File: src/rtl/pong_pkg.sv
// Shared types and helpers for the multi-ball physics engine.
package pong_pkg;

   typedef enum logic [1:0] {
      S_IDLE   = 2'd0,
      S_UPDATE = 2'd1,
      S_DONE   = 2'd2
   } state_t;

   // Direction bits: dir = {x_dir, y_dir}; 1 means right / down.
   localparam logic S_LEFT  = 1'b0;
   localparam logic S_RIGHT = 1'b1;
   localparam logic S_UP    = 1'b0;
   localparam logic S_DOWN  = 1'b1;

   // Ball-state field widths that do not depend on the playfield.
   localparam int DIR_W = 2;
   localparam int HIT_W = 16;

   // Width of an index/counter that must hold n distinct values (min 1 bit).
   function automatic int idx_width(input int n);
      return ($clog2(n) > 0) ? $clog2(n) : 1;
   endfunction

   // Paddle overlap test on the pre-step y; additions only, so no underflow.
   function automatic logic hit_detect(input logic [HIT_W-1:0] y,
                                       input logic [HIT_W-1:0] pad_y,
                                       input logic [HIT_W-1:0] pad_h,
                                       input logic [HIT_W-1:0] box);
      return (y < pad_y + pad_h) && (y + box > pad_y);
   endfunction

endpackage

File: src/rtl/ball_step_unit.sv
// Combinational single-ball step: wall/paddle bounce, miss detection, speed ramp.
module ball_step_unit
   import pong_pkg::*;
#(
   parameter int X_MAX         = 640,
   parameter int Y_MIN         = 20,
   parameter int Y_MAX         = 480,
   parameter int BOX           = 4,
   parameter int PADDLE_X      = 4,
   parameter int PADDLE_OFFSET = 2,
   parameter int PADDLE_Y      = 15,
   parameter int MAX_RATE      = 15,
   parameter int ACCEL_FRAMES  = 30,
   parameter int XW            = 11,
   parameter int YW            = 10,
   parameter int RW            = 5,
   parameter int AW            = 5
) (
   input  logic [XW-1:0]    cur_x,
   input  logic [YW-1:0]    cur_y,
   input  logic [DIR_W-1:0] cur_dir,
   input  logic [RW-1:0]    cur_rate,
   input  logic [AW-1:0]    cur_ramp,
   input  logic             cur_active,
   input  logic [YW-1:0]    left_paddle_y,
   input  logic [YW-1:0]    right_paddle_y,
   output logic [XW-1:0]    nxt_x,
   output logic [YW-1:0]    nxt_y,
   output logic [DIR_W-1:0] nxt_dir,
   output logic [RW-1:0]    nxt_rate,
   output logic [AW-1:0]    nxt_ramp,
   output logic             nxt_active,
   output logic             contact,
   output logic             lhs_scored,
   output logic             rhs_scored
);

   localparam int X_MIN = PADDLE_X + PADDLE_OFFSET;

   int   x_i, y_i, r_i, a_i;
   logic left_hit, right_hit;

   assign x_i = int'(cur_x);
   assign y_i = int'(cur_y);
   assign r_i = int'(cur_rate);
   assign a_i = int'(cur_ramp);

   assign left_hit  = hit_detect(HIT_W'(cur_y), HIT_W'(left_paddle_y),
                                 HIT_W'(PADDLE_Y), HIT_W'(BOX));
   assign right_hit = hit_detect(HIT_W'(cur_y), HIT_W'(right_paddle_y),
                                 HIT_W'(PADDLE_Y), HIT_W'(BOX));

   // Next ball state; contact is a single OR so a corner gives one pulse.
   always_comb begin
      nxt_x      = cur_x;
      nxt_y      = cur_y;
      nxt_dir    = cur_dir;
      nxt_rate   = cur_rate;
      nxt_ramp   = cur_ramp;
      nxt_active = cur_active;
      contact    = 1'b0;
      lhs_scored = 1'b0;
      rhs_scored = 1'b0;

      if (cur_dir[0] == S_DOWN) begin
         if (y_i + r_i >= Y_MAX - BOX) begin
            nxt_y      = YW'(Y_MAX - BOX);
            nxt_dir[0] = S_UP;
            contact    = 1'b1;
         end else begin
            nxt_y = YW'(y_i + r_i);
         end
      end else begin
         if (y_i < Y_MIN + r_i) begin
            nxt_y      = YW'(Y_MIN);
            nxt_dir[0] = S_DOWN;
            contact    = 1'b1;
         end else begin
            nxt_y = YW'(y_i - r_i);
         end
      end

      if (cur_dir[1] == S_LEFT) begin
         if (x_i < X_MIN + r_i) begin
            if (left_hit) begin
               nxt_x      = XW'(X_MIN);
               nxt_dir[1] = S_RIGHT;
               contact    = 1'b1;
            end else begin
               nxt_active = 1'b0;
               rhs_scored = 1'b1;
            end
         end else begin
            nxt_x = XW'(x_i - r_i);
         end
      end else begin
         if (x_i + r_i > X_MAX - BOX) begin
            if (right_hit) begin
               nxt_x      = XW'(X_MAX - BOX);
               nxt_dir[1] = S_LEFT;
               contact    = 1'b1;
            end else begin
               nxt_active = 1'b0;
               lhs_scored = 1'b1;
            end
         end else begin
            nxt_x = XW'(x_i + r_i);
         end
      end

      if (a_i == ACCEL_FRAMES - 1) begin
         nxt_ramp = '0;
         if (r_i < MAX_RATE) nxt_rate = RW'(r_i + 1);
      end else begin
         nxt_ramp = AW'(a_i + 1);
      end
   end

endmodule

File: src/rtl/multi_ball_engine.sv
// Time-multiplexed physics engine: one ball stepped per clk during an update pass.
//
// Handshake: a serve is taken on a clk edge where serve && serve_ready && enable
// and the addressed ball is out of play; otherwise the request is dropped (no hold).
module multi_ball_engine
   import pong_pkg::*;
#(
   parameter int NUM_BALLS     = 4,
   parameter int X_MAX         = 640,
   parameter int Y_MIN         = 20,
   parameter int Y_MAX         = 480,
   parameter int BOX           = 4,
   parameter int PADDLE_X      = 4,
   parameter int PADDLE_OFFSET = 2,
   parameter int PADDLE_Y      = 15,
   parameter int RATE          = 1,
   parameter int MAX_RATE      = 15,
   parameter int ACCEL_FRAMES  = 30,
   localparam int IW = idx_width(NUM_BALLS),
   localparam int XW = $clog2(X_MAX) + 1,
   localparam int YW = $clog2(Y_MAX) + 1,
   localparam int RW = $clog2(MAX_RATE) + 1
) (
   input  logic          clk,
   input  logic          resetn,
   input  logic          enable,
   input  logic          frameTick,
   input  logic          serve,
   input  logic [IW-1:0] serve_idx,
   input  logic [1:0]    serve_dir,
   output logic          serve_ready,
   input  logic [YW-1:0] left_paddle_y,
   input  logic [YW-1:0] right_paddle_y,
   input  logic [IW-1:0] rd_idx,
   output logic [XW-1:0] rd_x,
   output logic [XW-1:0] rd_old_x,
   output logic [YW-1:0] rd_y,
   output logic [YW-1:0] rd_old_y,
   output logic          rd_active,
   output logic [RW-1:0] rd_rate,
   output logic          busy,
   output logic          update_done,
   output logic          overrun,
   output logic          lhs_scored,
   output logic          rhs_scored,
   output logic          boundary_contact,
   output logic [IW-1:0] event_idx,
   output logic [1:0]    dbg_state
);

   localparam int AW = idx_width(ACCEL_FRAMES);

   state_t state_q, state_d;
   logic [IW-1:0] idx_q;

   logic [XW-1:0]    x_q     [NUM_BALLS];
   logic [XW-1:0]    old_x_q [NUM_BALLS];
   logic [YW-1:0]    y_q     [NUM_BALLS];
   logic [YW-1:0]    old_y_q [NUM_BALLS];
   logic [DIR_W-1:0] dir_q   [NUM_BALLS];
   logic [RW-1:0]    rate_q  [NUM_BALLS];
   logic [AW-1:0]    ramp_q  [NUM_BALLS];
   logic             active_q[NUM_BALLS];

   logic [XW-1:0]    s_x;
   logic [YW-1:0]    s_y;
   logic [DIR_W-1:0] s_dir;
   logic [RW-1:0]    s_rate;
   logic [AW-1:0]    s_ramp;
   logic             s_active, s_contact, s_lhs, s_rhs;
   logic             step_en, serve_acc, last_ball;

   assign last_ball = (idx_q == IW'(NUM_BALLS - 1));
   assign step_en   = (state_q == S_UPDATE) && enable && active_q[idx_q];
   assign serve_acc = serve && serve_ready && enable &&
                      (int'(serve_idx) < NUM_BALLS) && !active_q[serve_idx];

   ball_step_unit #(
      .X_MAX(X_MAX), .Y_MIN(Y_MIN), .Y_MAX(Y_MAX), .BOX(BOX),
      .PADDLE_X(PADDLE_X), .PADDLE_OFFSET(PADDLE_OFFSET), .PADDLE_Y(PADDLE_Y),
      .MAX_RATE(MAX_RATE), .ACCEL_FRAMES(ACCEL_FRAMES),
      .XW(XW), .YW(YW), .RW(RW), .AW(AW)
   ) u_step (
      .cur_x(x_q[idx_q]), .cur_y(y_q[idx_q]), .cur_dir(dir_q[idx_q]),
      .cur_rate(rate_q[idx_q]), .cur_ramp(ramp_q[idx_q]), .cur_active(active_q[idx_q]),
      .left_paddle_y(left_paddle_y), .right_paddle_y(right_paddle_y),
      .nxt_x(s_x), .nxt_y(s_y), .nxt_dir(s_dir), .nxt_rate(s_rate),
      .nxt_ramp(s_ramp), .nxt_active(s_active),
      .contact(s_contact), .lhs_scored(s_lhs), .rhs_scored(s_rhs)
   );

   // FSM state register.
   always_ff @(posedge clk or negedge resetn) begin
      if (!resetn) state_q <= S_IDLE;
      else         state_q <= state_d;
   end

   // FSM next state; enable low stalls the pass in place.
   always_comb begin
      state_d = state_q;
      case (state_q)
         S_IDLE:   if (enable && frameTick) state_d = S_UPDATE;
         S_UPDATE: if (enable && last_ball) state_d = S_DONE;
         S_DONE:   state_d = S_IDLE;
         default:  state_d = S_IDLE;
      endcase
   end

   // FSM outputs.
   always_comb begin
      busy        = (state_q != S_IDLE);
      update_done = (state_q == S_DONE);
      serve_ready = (state_q == S_IDLE);
      dbg_state   = state_q;
   end

   // Ball pointer: cleared in IDLE, advances one ball per enabled UPDATE clk.
   always_ff @(posedge clk or negedge resetn) begin
      if (!resetn)                                idx_q <= '0;
      else if (state_q != S_UPDATE)               idx_q <= '0;
      else if (enable) idx_q <= last_ball ? '0 : idx_q + IW'(1);
   end

   // Per-ball state: serves land in IDLE, steps in UPDATE, never the same clk.
   always_ff @(posedge clk or negedge resetn) begin
      if (!resetn) begin
         for (int i = 0; i < NUM_BALLS; i++) begin
            x_q[i]      <= XW'(X_MAX / 2);
            old_x_q[i]  <= XW'(X_MAX / 2);
            y_q[i]      <= YW'((Y_MIN + Y_MAX) / 2);
            old_y_q[i]  <= YW'((Y_MIN + Y_MAX) / 2);
            dir_q[i]    <= 2'b11;
            rate_q[i]   <= RW'(RATE);
            ramp_q[i]   <= '0;
            active_q[i] <= 1'b0;
         end
      end else if (serve_acc) begin
         x_q[serve_idx]      <= XW'(X_MAX / 2);
         old_x_q[serve_idx]  <= XW'(X_MAX / 2);
         y_q[serve_idx]      <= YW'((Y_MIN + Y_MAX) / 2);
         old_y_q[serve_idx]  <= YW'((Y_MIN + Y_MAX) / 2);
         dir_q[serve_idx]    <= serve_dir;
         rate_q[serve_idx]   <= RW'(RATE);
         ramp_q[serve_idx]   <= '0;
         active_q[serve_idx] <= 1'b1;
      end else if (step_en) begin
         old_x_q[idx_q]  <= x_q[idx_q];
         old_y_q[idx_q]  <= y_q[idx_q];
         x_q[idx_q]      <= s_x;
         y_q[idx_q]      <= s_y;
         dir_q[idx_q]    <= s_dir;
         rate_q[idx_q]   <= s_rate;
         ramp_q[idx_q]   <= s_ramp;
         active_q[idx_q] <= s_active;
      end
   end

   // Registered event pulses, tagged with the ball that produced them.
   always_ff @(posedge clk or negedge resetn) begin
      if (!resetn) begin
         boundary_contact <= 1'b0;
         lhs_scored       <= 1'b0;
         rhs_scored       <= 1'b0;
         event_idx        <= '0;
      end else begin
         boundary_contact <= step_en && s_contact;
         lhs_scored       <= step_en && s_lhs;
         rhs_scored       <= step_en && s_rhs;
         if (step_en) event_idx <= idx_q;
      end
   end

   // Sticky flag: a tick landed while a pass was running and was dropped.
   always_ff @(posedge clk or negedge resetn) begin
      if (!resetn)                          overrun <= 1'b0;
      else if (enable && frameTick && busy) overrun <= 1'b1;
   end

   // Combinational read port for the renderers.
   always_comb begin
      rd_x      = '0;
      rd_old_x  = '0;
      rd_y      = '0;
      rd_old_y  = '0;
      rd_active = 1'b0;
      rd_rate   = '0;
      if (int'(rd_idx) < NUM_BALLS) begin
         rd_x      = x_q[rd_idx];
         rd_old_x  = old_x_q[rd_idx];
         rd_y      = y_q[rd_idx];
         rd_old_y  = old_y_q[rd_idx];
         rd_active = active_q[rd_idx];
         rd_rate   = rate_q[rd_idx];
      end
   end

endmodule

File: config.mk
export PLATFORM = sky130hd
export DESIGN_NAME = multi_ball_engine
export DESIGN_NICKNAME = d
export VERILOG_FILES = /design/src/rtl/pong_pkg.sv /design/src/rtl/ball_step_unit.sv /design/src/rtl/multi_ball_engine.sv
export SDC_FILE = /design/constraint.sdc
export NUM_CORES = 1
export LEC_CHECK = 0
export ABC_CLOCK_PERIOD_IN_PS = 14200
export CORE_MARGIN = 2
export CORE_UTILIZATION = 45
export DETAILED_ROUTE_END_ITERATION = 12
export PLACE_DENSITY_LB_ADDON = 0.25
export SLEW_MARGIN = 10
export SYNTH_ARGS = -nofsm -noshare
export SYNTH_HDL_FRONTEND = slang
export SYNTH_SLANG_ARGS = --single-unit
File: constraint.sdc
create_clock -name clk -period 14.2 [get_ports clk]
set_input_delay 2.13 -clock clk [delete_from_list [all_inputs] [get_ports clk]]
set_output_delay 2.13 -clock clk [all_outputs]
set_load 0.1 [all_outputs]
==> results of run 1 <==
## worst reg2reg max path: stages (launching register included)
cell                       delay (ps)
sky130_fd_sc_hd__dfrtp_2          730
sky130_fd_sc_hd__buf_4            580
sky130_fd_sc_hd__mux2_2           410
sky130_fd_sc_hd__o21ai_0          790
sky130_fd_sc_hd__inv_1            290
sky130_fd_sc_hd__ha_1             490
sky130_fd_sc_hd__nand2b_1         220
sky130_fd_sc_hd__a221oi_2         520
sky130_fd_sc_hd__nor3_1            90
sky130_fd_sc_hd__nor4b_1          250
sky130_fd_sc_hd__o2111a_1         280
sky130_fd_sc_hd__o21a_1           420
sky130_fd_sc_hd__nor2_1           130
sky130_fd_sc_hd__o31ai_2          430
sky130_fd_sc_hd__o22a_1           230
## sequential cells by signal, indices dropped and copies added (netlist names), 2 cells and up
name,flops
old_x_q,44
old_y_q,40
dbg_state,2
ramp_q,20
idx_q,2
rate_q,20
y_q,40
dir_q,8
active_q,4
event_idx,2
x_q,44
## layer usage
layer,GRT usage,wire [µm],share of wire,vias up
li1,-,-,-,5470
met1,0.380,19300,0.43,6009
met2,0.434,20700,0.46,533
met3,0.0469,3790,0.084,87
met4,0.0749,1220,0.027,0
met5,0,0,0,-
## report_power, final
part | total (mW) | leakage (nW) | internal [mW] | switching (mW)
Sequential | 1.15 | 2.88 | 0.951 | 0.195
Clock | 0.737 | 0.457 | 0.458 | 0.279
Combinational | 2.47 | 3.55 | 0.831 | 1.64
## worst paths after layout
kind	slack, ps	end	depth (start not counted)	from
max	7580	rd_y[1]	3	rd_idx[0]
min	480	overrun$_DFFE_PN0P_	1	overrun$_DFFE_PN0P_
max reg2reg	8290	x_q[17]$_DFFE_PN1P_	14	idx_q[1]$_DFFE_PN0P_
min reg2reg	480	overrun$_DFFE_PN0P_	1	overrun$_DFFE_PN0P_
max in group asynchronous	11180	old_y_q[18]$_DFFE_PN0P_	2	resetn
min in group asynchronous	1630	x_q[16]$_DFFE_PN0P_	1	resetn
## synthesized netlist by cell type (3+ instances only)
master,n
sky130_fd_sc_hd__o21ai_1,42
sky130_fd_sc_hd__xor2_1,8
sky130_fd_sc_hd__buf_1,13
sky130_fd_sc_hd__buf_2,11
sky130_fd_sc_hd__nand2b_1,5
sky130_fd_sc_hd__o31ai_1,3
sky130_fd_sc_hd__o22ai_1,8
sky130_fd_sc_hd__o22a_1,16
sky130_fd_sc_hd__nor2_1,94
sky130_fd_sc_hd__or3_1,8
sky130_fd_sc_hd__and4_1,3
sky130_fd_sc_hd__mux4_2,75
sky130_fd_sc_hd__and2_1,8
sky130_fd_sc_hd__nor2b_1,12
sky130_fd_sc_hd__dfstp_2,76
sky130_fd_sc_hd__dfrtp_1,154
sky130_fd_sc_hd__ha_1,81
sky130_fd_sc_hd__nand3_1,87
sky130_fd_sc_hd__fa_1,5
sky130_fd_sc_hd__nand2_1,145
sky130_fd_sc_hd__mux2i_1,16
sky130_fd_sc_hd__buf_6,6
sky130_fd_sc_hd__nand4_1,3
sky130_fd_sc_hd__xnor2_1,29
sky130_fd_sc_hd__inv_2,4
sky130_fd_sc_hd__a21oi_1,75
sky130_fd_sc_hd__a32o_1,3
sky130_fd_sc_hd__a22o_1,17
sky130_fd_sc_hd__o211ai_1,12
sky130_fd_sc_hd__o21a_1,17
sky130_fd_sc_hd__clkbuf_1,66
sky130_fd_sc_hd__nor3_1,23
sky130_fd_sc_hd__o21bai_1,5
sky130_fd_sc_hd__a21o_1,10
sky130_fd_sc_hd__o31ai_2,3
sky130_fd_sc_hd__and3_1,11
sky130_fd_sc_hd__o21ai_0,166
sky130_fd_sc_hd__a211o_1,4
sky130_fd_sc_hd__mux2_2,10
sky130_fd_sc_hd__or2_2,4
sky130_fd_sc_hd__a31oi_1,12
sky130_fd_sc_hd__a211oi_1,12
sky130_fd_sc_hd__inv_1,50
## cell type report
type	count	area [µm²]
tap	402	503
clock inverter	7	138
inverter	54	203
clock buffer	42	802
multi-input combinational	1086	8110
sequential	230	5850
fill	2821	15100
timing repair buffer	109	1040
## through the flow
| stage | power [mW] | setup slack [ps] | hold slack, ps | cell area, µm² | utilization |
|---|---|---|---|---|---|
| global route | 4.61 | 7410 | 510 | 16600 | 0.525 |
| global placement | 3.54 | 7560 | 459 | 15700 | 0.495 |
| finish | 4.35 | 7580 | 477 | 16600 | 0.525 |
| CTS | 4.33 | 7520 | 481 | 16600 | 0.525 |
| detailed placement | 3.58 | 7530 | 467 | 15700 | 0.495 |
| floorplan | 2.92 | 8050 | 445 | 14600 | - |
## cell families after synthesis
group / count (synthesis) / share of synthesized area
AOI/OAI and AO/OA: 439 / 0.186
and+or+nand+nor: 421 / 0.134
DFF: 230 / 0.402
buffers and inverters: 150 / 0.0427
muxes: 103 / 0.137
adders and majority gates: 86 / 0.0765
xor gates and xnor gates: 37 / 0.0223
==> results.txt, run 1 <==
- The flow ran to the end, and the final reports show no timing, DRC or antenna violations.
* Clk Latency, worst-skew pair: 540 ps
- Number of buffer cells added on primary ports: slightly below 90
- Slew margin rel.: 0.186
- Setup total negative slack: 0 ps
- Max stage delay cell, worst path: sky130_fd_sc_hd__clkdlybuf4s50_1
- Die W: 184 µm
- Sequence of cells on the critical path: buf_4 -> mux4_2 -> clkdlybuf4s50_1
* Sequential element share of the synthesized area: 0.402
- Height of the die: 184 µm
- Detailed placement ended at an HPWL of 30200 µm.
- P&R area growth vs syn: 14.4%
- Via count of the first global-routing pass: 12072
- In the final layout, the share of cells above drive strength 1 is 0.171.
- Data arrives at the worst endpoint at 4490 ps.
- Clock sink count: 230
- The first detailed-routing pass took 6 iterations.
* Most used flip-flop cell after synthesis: sky130_fd_sc_hd__dfrtp_1
- The number of antenna diodes in the final layout is 0.
* Initial core utilization: 0.459
- CTS resizes: 0
- Cells taking the most area after synthesis: sky130_fd_sc_hd__dfrtp_1, sky130_fd_sc_hd__dfstp_2, sky130_fd_sc_hd__mux4_2, sky130_fd_sc_hd__ha_1, sky130_fd_sc_hd__o21ai_0
* Top-level port count: 90
- Largest buffer count on any clock path: 3
- After clock tree synthesis, the clock-pin slew on the worst setup and hold paths is 50 ps.
- Clock root buffer: sky130_fd_sc_hd__clkbuf_16
* Category of the critical setup timing path: primary input to primary output
- In this run, synthesis produced a sequential element count of 230.
- Dividing the final minimum period by the clock period gives 0.466.
- Clock tree synthesis inserted a total of 27 buffers.
* GP Congestion: 0.948
- Pin count of the biggest net entering global routing: 115
- Min Tclk post-route: 6620 ps
- Setup violators final: 0
- The max-slew violation count was 0.
* CP Launch Type: primary input
- Cell type with the highest aggregate area in the netlist: sky130_fd_sc_hd__dfrtp_1
- Placed insts: 1881
- Mean routed wirelength per cell: 23.3 µm
- The library cell used most frequently in the layout, excluding fill and tap cells, is sky130_fd_sc_hd__o21ai_0.
- After floorplanning, the core was sized to cover between 0.03 and 0.04 mm².
* Vias after detailed routing: 12099
- For this run, the number of Yosys warnings is 0.
- TritonCTS built the clock tree.
- Leftover overflow at the end of global routing: 0
- Critical path capture point type: primary output
- Number of instances in the synthesized netlist: 1466
* Skew final: 13.7 ps
- Number of setup buffers added after CTS: 0
- Setup repair after global routing left no endpoint under its margin.
- The final number of hold-violating endpoints was 0.
- In the routed layout, each cell is associated on average with a via count of 6.27.
* Yosys cell types: 86
- The floorplan step defined a die boundary enclosing 0.0338 mm².
- In this design, the largest share of critical-path delay is due to buffers and inverters.
* Type of the tightest min-delay check: register to register
* Reported max-cap violation count: 0
* Wire length of the first global-routing pass: 71100 µm
* Non-filler cells, final: 1930
* Row cnt: between 60 and 70
* DR iter-0 viols: 1168
- Summing every instance area after synthesis gives 0.0146 mm².
- In this run the mean area of a mapped cell was 9.93 µm².
- In this run the number of H-tree levels came out at 1.
- At the worst endpoint, the required time is approximately 12000 ps.
- Across every metal layer, demand over resource in global routing totals 0.271.
* VDD IR-drop max: 0.000198 V
* Highest Clock Rate: roughly 0.15 GHz
* Total leakage power: 6.89 nW
* Peak fanout along the critical path: 48
- Antenna Violating Nets Remaining: 0
- At the end of the flow, the number of nets in the layout was 1625.
- DRT Wirelength: 45000 µm
* Count of buffering cells on the critical path with inverters included: 2
- For this design the ratio of total power to cell area is 262 mW/mm².
* Number of remaining DRC errors: 0
* CP max stage delay: around 990 ps
- Slew at the pin closest to its max-slew limit: 1220 ps
- Post-synth ARST share: 1.00
- Number of flops mapped to enable cells by yosys: 0
* Net count of the mapped netlist: 1583
- In this run, post-CTS hold repair placed 0 buffers.
- Most frequent cells in the layout: sky130_fd_sc_hd__o21ai_0, sky130_fd_sc_hd__dfrtp_1, sky130_fd_sc_hd__nand2_1
- Of the post-synthesis cell area, the dominant cell type holds 0.265.
- Initial antenna violation count: 0
No activity file was read; power rests on OpenSTA's default activity.
==> run 2, diff against run 1 <==
--- a/config.mk
+++ b/config.mk
@@ -5,7 +5,7 @@
 export SDC_FILE = /design/constraint.sdc
 export NUM_CORES = 1
 export LEC_CHECK = 0
-export ABC_CLOCK_PERIOD_IN_PS = 14200
+export ABC_CLOCK_PERIOD_IN_PS = 6500
 export CORE_MARGIN = 2
 export CORE_UTILIZATION = 45
 export DETAILED_ROUTE_END_ITERATION = 12
==> constraint.sdc (replaced) <==
create_clock -name clk -period 6.5 [get_ports clk]
set_input_delay 0.975 -clock clk [delete_from_list [all_inputs] [get_ports clk]]
set_output_delay 0.975 -clock clk [all_outputs]
set_load 0.1 [all_outputs]
==> results.txt, run 2 (synthesis results as in run 1) <==
- The run finished with clean final reports.
- Antenna Violating Nets Remaining: 0
* Peak fanout along the critical path: 39
* Row cnt: 65
- Registers take 0.00585 mm².
* Clock root buffer: sky130_fd_sc_hd__clkbuf_16
- Largest buffer count on any clock path: 3
- Clock sink count: 230
- Counting I/O delays and the setup requirement, the final critical path takes 5210 ps.
- Once placement finished, the instance area stood at 0.0157 mm².
* Layout cell share with drive strength beyond 1: 0.175
- Number of setup buffers added after CTS: 0
- Leading cell type in the layout, fill and taps excluded: sky130_fd_sc_hd__o21ai_0
* Number of buffer cells added on primary ports: 89
- GP Congestion: 0.962
* Clk Latency, worst-skew pair: between 500 and 600 ps
- Worst slack, placed: 1460 ps
* Wire length of the first global-routing pass: 70500 µm
* Mean routed wirelength per cell: roughly 23 µm
* DR iter-0 viols: 1018
- DRT Wirelength: 45100 µm
- The worst setup path is launched from a register.
* Initial core utilization: 0.459
- Final max-slew violation count: 0
- RSZ-0062 raised after global routing: false
- For this design the static power due to leakage is slightly below 7 nW.
- Number of remaining DRC errors: 0
- Leftover overflow at the end of global routing: 0
- The floorplan step set the die width to 184 µm.
* Type of the tightest min-delay check: primary input to async pin
- The share of total power dissipated in sequential elements is 0.261.
- Final instance area: 0.0166 mm²
- Entering global routing, the biggest net connects between 100 and 150 pins.
- The first detailed-routing pass took 5 iterations.
- Multi-input gate area: 0.00811 mm²
- For this design the total switching power over the nets is 4.60 mW.
* Category of the critical setup timing path: register to register
- Static timing analysis puts the maximum clock frequency at slightly below 0.2 GHz.
- The final number of hold-violating endpoints came to 0.
- CTS resizes: 0
- CORE AREA: between 0.03 and 0.04 mm²
- Global-route total usage across every layer: 0.270
- The worst setup path is captured at a register.
- VDD IR-drop max: ~0.00042 V
- Antenna Diode Count: 0
* Part of the total power dissipated in the clock network: 0.157
- For the pin with the worst max-slew slack, the measured transition is 1140 ps.
* Fraction of power spent switching nets: 0.492
- CTS Hold Buffers Added: 0
* Total power consumption of the routed design: roughly 9.3 mW
- TritonCTS built the clock tree.
- Clock transition at the registers of the reported paths: 60 ps
- Initial antenna violation count: 0
- The die is 184 µm tall.
- Worst hold slack: 467 ps
- Post-route setup slack: roughly 1300 ps
- The largest registers in the layout are old_x_q: 44 flops, x_q: 44 flops.
* Top-level port count: 90
- Num CTS Buffers: 27
- Reported max-cap violation count: 0
- For this design the ratio of total power to cell area is 563 mW/mm².
- The floorplan step defined a die boundary enclosing 0.0338 mm².
- Internal power comes to between 4 and 5 mW.
* Worst EP arrival: 5660 ps
* # fillers: between 2000 and 3000
- Via count of the first global-routing pass: 12031
- Setup violations remaining at the end of the flow were counted as 0.
* Critical path data required time: 6950 ps
- Vias after detailed routing: 12221
* Setup total negative slack: 0 ps
* Most frequent cells in the layout: sky130_fd_sc_hd__o21ai_0, sky130_fd_sc_hd__dfrtp_1, sky130_fd_sc_hd__nand2_1
- Maximum level of the CTS H-tree: 1
- Detailed Place HPWL: 29800 µm
- After detailed routing, the number of vias per cell comes to 6.31.
- In the finished design, the share of the clock period the worst path needs comes to 0.801.
- P&R area growth vs syn: 14.1%
- Slew margin rel.: 0.235
- Skew final: 19.2 ps
- Combinational cell fraction of total power: 0.582
- For this run, the post-layout net count is 1631.
run 2: cell count changes in the layout (fill, tap and decap cells not counted), sizes merged:
cell	change
inv	+2
clkinv	+5
buf	+6
clkbuf	-4
bufinv	-3
run 2: worst max-delay path, stage by stage, from the launching register on:
cell,delay [ps]
sky130_fd_sc_hd__dfrtp_2,550
sky130_fd_sc_hd__buf_4,600
sky130_fd_sc_hd__mux2i_1,160
sky130_fd_sc_hd__nand2_1,90
sky130_fd_sc_hd__o21ai_1,270
sky130_fd_sc_hd__inv_2,230
sky130_fd_sc_hd__nand2_1,70
sky130_fd_sc_hd__nor2_1,210
sky130_fd_sc_hd__nand4_1,140
sky130_fd_sc_hd__xnor2_1,240
sky130_fd_sc_hd__ha_1,300
sky130_fd_sc_hd__a211oi_1,330
sky130_fd_sc_hd__o21ai_0,140
sky130_fd_sc_hd__nor2_1,120
sky130_fd_sc_hd__a21oi_1,90
sky130_fd_sc_hd__o22ai_1,600
sky130_fd_sc_hd__and2_2,340
sky130_fd_sc_hd__o21ai_1,90
sky130_fd_sc_hd__a211o_1,360
sky130_fd_sc_hd__o21ai_1,170
run 2: routing by layer:
layer,wire [µm],global-route usage
met5,0,0
met4,1770,0.105
met3,3030,0.0311
met2,21300,0.442
met1,19000,0.369
run 2: area by class of cell:
| class | count | area share |
|---|---|---|
| Clock inverter | 11 | 0.00633 |
| Multi-Input combinational cell | 1086 | 0.488 |
| Clock buffer | 38 | 0.0450 |
| Timing Repair Buffer | 115 | 0.0653 |
| Sequential cell | 230 | 0.353 |
| Tap cell | 402 | 0.0303 |
| Inverter | 54 | 0.0122 |
run 2: power groups by stage:
stage	registers (mW)	logic [mW]	clock network, mW
floorplan	2.37	4.01	0
global placement	2.42	5.30	0
detailed placement	2.44	5.37	0
CTS	2.42	5.40	1.49
global route	2.50	5.86	1.55
finish	2.44	5.44	1.47
run 2: per-stage QoR:
stage               utilization  cells
finish                    0.523   1936
global route              0.523   1936
CTS                       0.523   1936
detailed placement        0.496   1887
global placement          0.496   1887
floorplan                     -   1466
run 2: path summary, 6_finish.rpt:
path / slack [ps] / cells past startpoint / end / from
setup / recovery: 1290 / 19 / x_q[26]$_DFFE_PN0P_ / idx_q[1]$_DFFE_PN0P_
setup reg to reg: 1290 / 19 / x_q[26]$_DFFE_PN0P_ / idx_q[1]$_DFFE_PN0P_
min in group clk: 470 / 1 / overrun$_DFFE_PN0P_ / overrun$_DFFE_PN0P_
max in group asynchronous: 4440 / 2 / idx_q[0]$_DFFE_PN0P_ / resetn
hold / removal: 470 / 1 / x_q[40]$_DFFE_PN0P_ / resetn
hold reg to reg: 470 / 1 / overrun$_DFFE_PN0P_ / overrun$_DFFE_PN0P_
==> run 3, diff against run 2 <==
--- a/config.mk
+++ b/config.mk
@@ -5,7 +5,7 @@
 export SDC_FILE = /design/constraint.sdc
 export NUM_CORES = 1
 export LEC_CHECK = 0
-export ABC_CLOCK_PERIOD_IN_PS = 6500
+export ABC_CLOCK_PERIOD_IN_PS = 4500
 export CORE_MARGIN = 2
 export CORE_UTILIZATION = 45
 export DETAILED_ROUTE_END_ITERATION = 12
==> constraint.sdc (replaced) <==
create_clock -name clk -period 4.5 [get_ports clk]
set_input_delay 0.675 -clock clk [delete_from_list [all_inputs] [get_ports clk]]
set_output_delay 0.675 -clock clk [all_outputs]
set_load 0.1 [all_outputs]
==> results.txt, run 3 (synthesis results as in run 1) <==
- The run finished with clean final reports.
- The worst pin sits at a relative slew slack of 0.246.
- The number of antenna diodes in the final layout is 0.
- In this run the deepest clock path goes through 3 buffers.
- For the worst setup path, the data arrival time is 4690 ps.
* Leading cell type in the layout, fill and taps excluded: sky130_fd_sc_hd__o21ai_0
- Critical path capture point type: register
- Leftover overflow at the end of global routing: 0
- The worst register-to-register path ends at x_q[17]$_DFFE_PN1P_.
* Category of the critical setup timing path: register to register
- Across the routed clock network, the largest skew measured is 10.7 ps.
- DRT Wirelength: 46500 µm
- The worst path needs 4210 ps of the cycle, external delays included.
- Setup violations remaining at the end of the flow were counted as 0.
- For the pin with the worst max-slew slack, the measured transition is roughly 1100 ps.
- Hold repair after CTS inserted 0 buffers.
- Type of the tightest min-delay check: primary input to async pin
- The largest individual stage delay along the critical path comes from the cell sky130_fd_sc_hd__a221oi_2.
* Antenna Violating Nets Remaining: 0
- CORE AREA: 0.0317 mm²
* Layout cell share with drive strength beyond 1: 0.239
* Final Hold Violating Endpoints: 0
* Final max-slew violation count: 0
* Num CTS Buffers: 26
- For the worst flop-to-flop path, the logic depth is 15.
- Top-level port count: 90
- Via count of the first global-routing pass: between 10000 and 15000
- For this run, the top clock speed supported by timing is 0.238 GHz.
- The clock net in this run drives a total of 230 sinks.
- Detailed Place HPWL: 31600 µm
- GP Congestion: 0.985
* Mean routed wirelength per cell: 23.3 µm
- Biggest registers after layout: old_x_q: 44 flops, x_q: 44 flops
- The tool flagged a number of max-cap violations equal to 0.
- Period Utilization, post-route: 0.935
- Initial core utilization: 0.459
- The analysis attributes to cell leakage a power of 7.32 nW.
* Setup total negative slack: 0 ps
* Initial antenna violation count: 0
- In the layout the commonest cells are sky130_fd_sc_hd__o21ai_0, sky130_fd_sc_hd__dfrtp_1, sky130_fd_sc_hd__nand2_1.
- In this run the number of H-tree levels came out at 1.
* Pin count of the biggest net entering global routing: 87
* Clock root buffer: sky130_fd_sc_hd__clkbuf_16
- CP max stage delay: 470 ps
- Dividing the detail-routed via count by the number of cells gives 6.21.
* Clock transition at the registers of the reported paths: 60 ps
- In this run the vertical extent of the chip is 184 µm.
- DR iter-0 viols: between 1000 and 1500
- TritonCTS built the clock tree.
- The routed layout has 12403 vias.
* CP Launch Type: register
* Critical path data required time: ~5000 ps
* Global-route total usage across every layer: 0.278
* Startpoint of the worst setup timing path: idx_q[1]$_DFFE_PN0P_
- Row cnt: 65
- The critical path ends at x_q[17]$_DFFE_PN1P_.
* Sequence of cells on the critical path: buf_12 -> mux2_2 -> o21ai_0 -> inv_1 -> ha_1 -> nand2b_1 -> a221oi_2 -> o21ai_0 -> nor4b_1 -> o2111a_1 -> o21a_2 -> o311ai_2 -> o31ai_2 -> buf_4 -> o22a_1
* Post-layout util: 0.540
- Total power density per cell area: 826 mW/mm²
- Of all nets on the critical path, the largest fanout is 25.
* Number of buffer cells added on primary ports: 89
* Origin of the critical flop-to-flop path: idx_q[1]$_DFFE_PN0P_
* Number of remaining DRC errors: 0
- The floorplan step set the die width to approximately 180 µm.
- Compared with the post-synthesis result, the final layout area differs by 17.6%.
- The floorplan step defined a die boundary enclosing 0.0338 mm².
- Setup slack of the worst register-to-register path: 290 ps
- RSZ-0062 raised after global routing: false
- Drt first pass iters: 5
- Once layout is complete, the cells apart from fillers number 1997.
- VDD IR-drop max: 0.000532 V
- At the later pin of the worst-skew pair, clock insertion delay measures 550 ps.
* Placed insts: 1946
* Final nets: 1692
* Critical path's most frequent cell: sky130_fd_sc_hd__o21ai_0
* Wire length of the first global-routing pass: roughly 72000 µm
==> run 3: cell type report <==
type | instances | area [µm²]
Clock buffer | 41 | 798
Clock inverter | 7 | 138
Fill cell | 2846 | 14600
Inverter | 54 | 203
Multi-Input combinational cell | 1086 | 8120
Sequential cell | 230 | 5850
Tap cell | 402 | 503
Timing Repair Buffer | 177 | 1500
==> run 3: timing repair <==
item / in CTS / in global routing
resized for setup: 0 / 4
setup buffers: 0 / 3
setup endpoints to repair: 0 / 39
hold endpoints to repair: 0 / 0
==> run 3: worst min-delay path by stage <==
stage	slack, ps	end	cells past startpoint
CTS	160	x_q[42]$_DFFE_PN0P_	1
global route	170	x_q[9]$_DFFE_PN0P_	1
global placement	460	ramp_q[5]$_DFFE_PN0P_	2
finish	90	x_q[42]$_DFFE_PN0P_	1
floorplan	380	active_q[0]$_DFFE_PN0P_	0
detailed placement	460	overrun$_DFFE_PN0P_	1
==> run 3: stage by stage <==
stage / hold WS [ps] / power, mW / area [µm²] / setup slack [ps]
after floorplan: 379 / 9.22 / 14600 / 3.64
after global placement: 460 / 11.6 / 16100 / 277
after detailed placement: 462 / 11.7 / 16100 / 197
after CTS: 157 / 14.1 / 17100 / 166
after global routing: 172 / 15.0 / 17100 / 4.42
final: 92.8 / 14.1 / 17100 / 290
==> run 3: power breakdown <==
group,internal (mW),switching (mW)
sequential,2.99,0.480
clock,1.44,0.885
combinational,2.95,5.39
==> run 3: layer usage <==
metal  global-route usage  part of all wire  up-vias
met3               0.0349             0.066       86
met1                0.382              0.43     6212
met4               0.0912             0.032        0
met5                    0                 0        -
met2                0.460              0.48      499
li1                     -                 -     5606
==> run 3: critical path, delay by kind of cell (launching register included) <==
| kind | cells | cell delay (ps) |
|---|---|---|
| AO/OA/AOI/OAI | 8 | 2050 |
| adder cells (fa/ha/maj) | 1 | 370 |
| buffers and inverters | 3 | 530 |
| flip-flops | 1 | 460 |
| multiplexers | 1 | 350 |
| AND/OR/NAND/NOR | 2 | 350 |
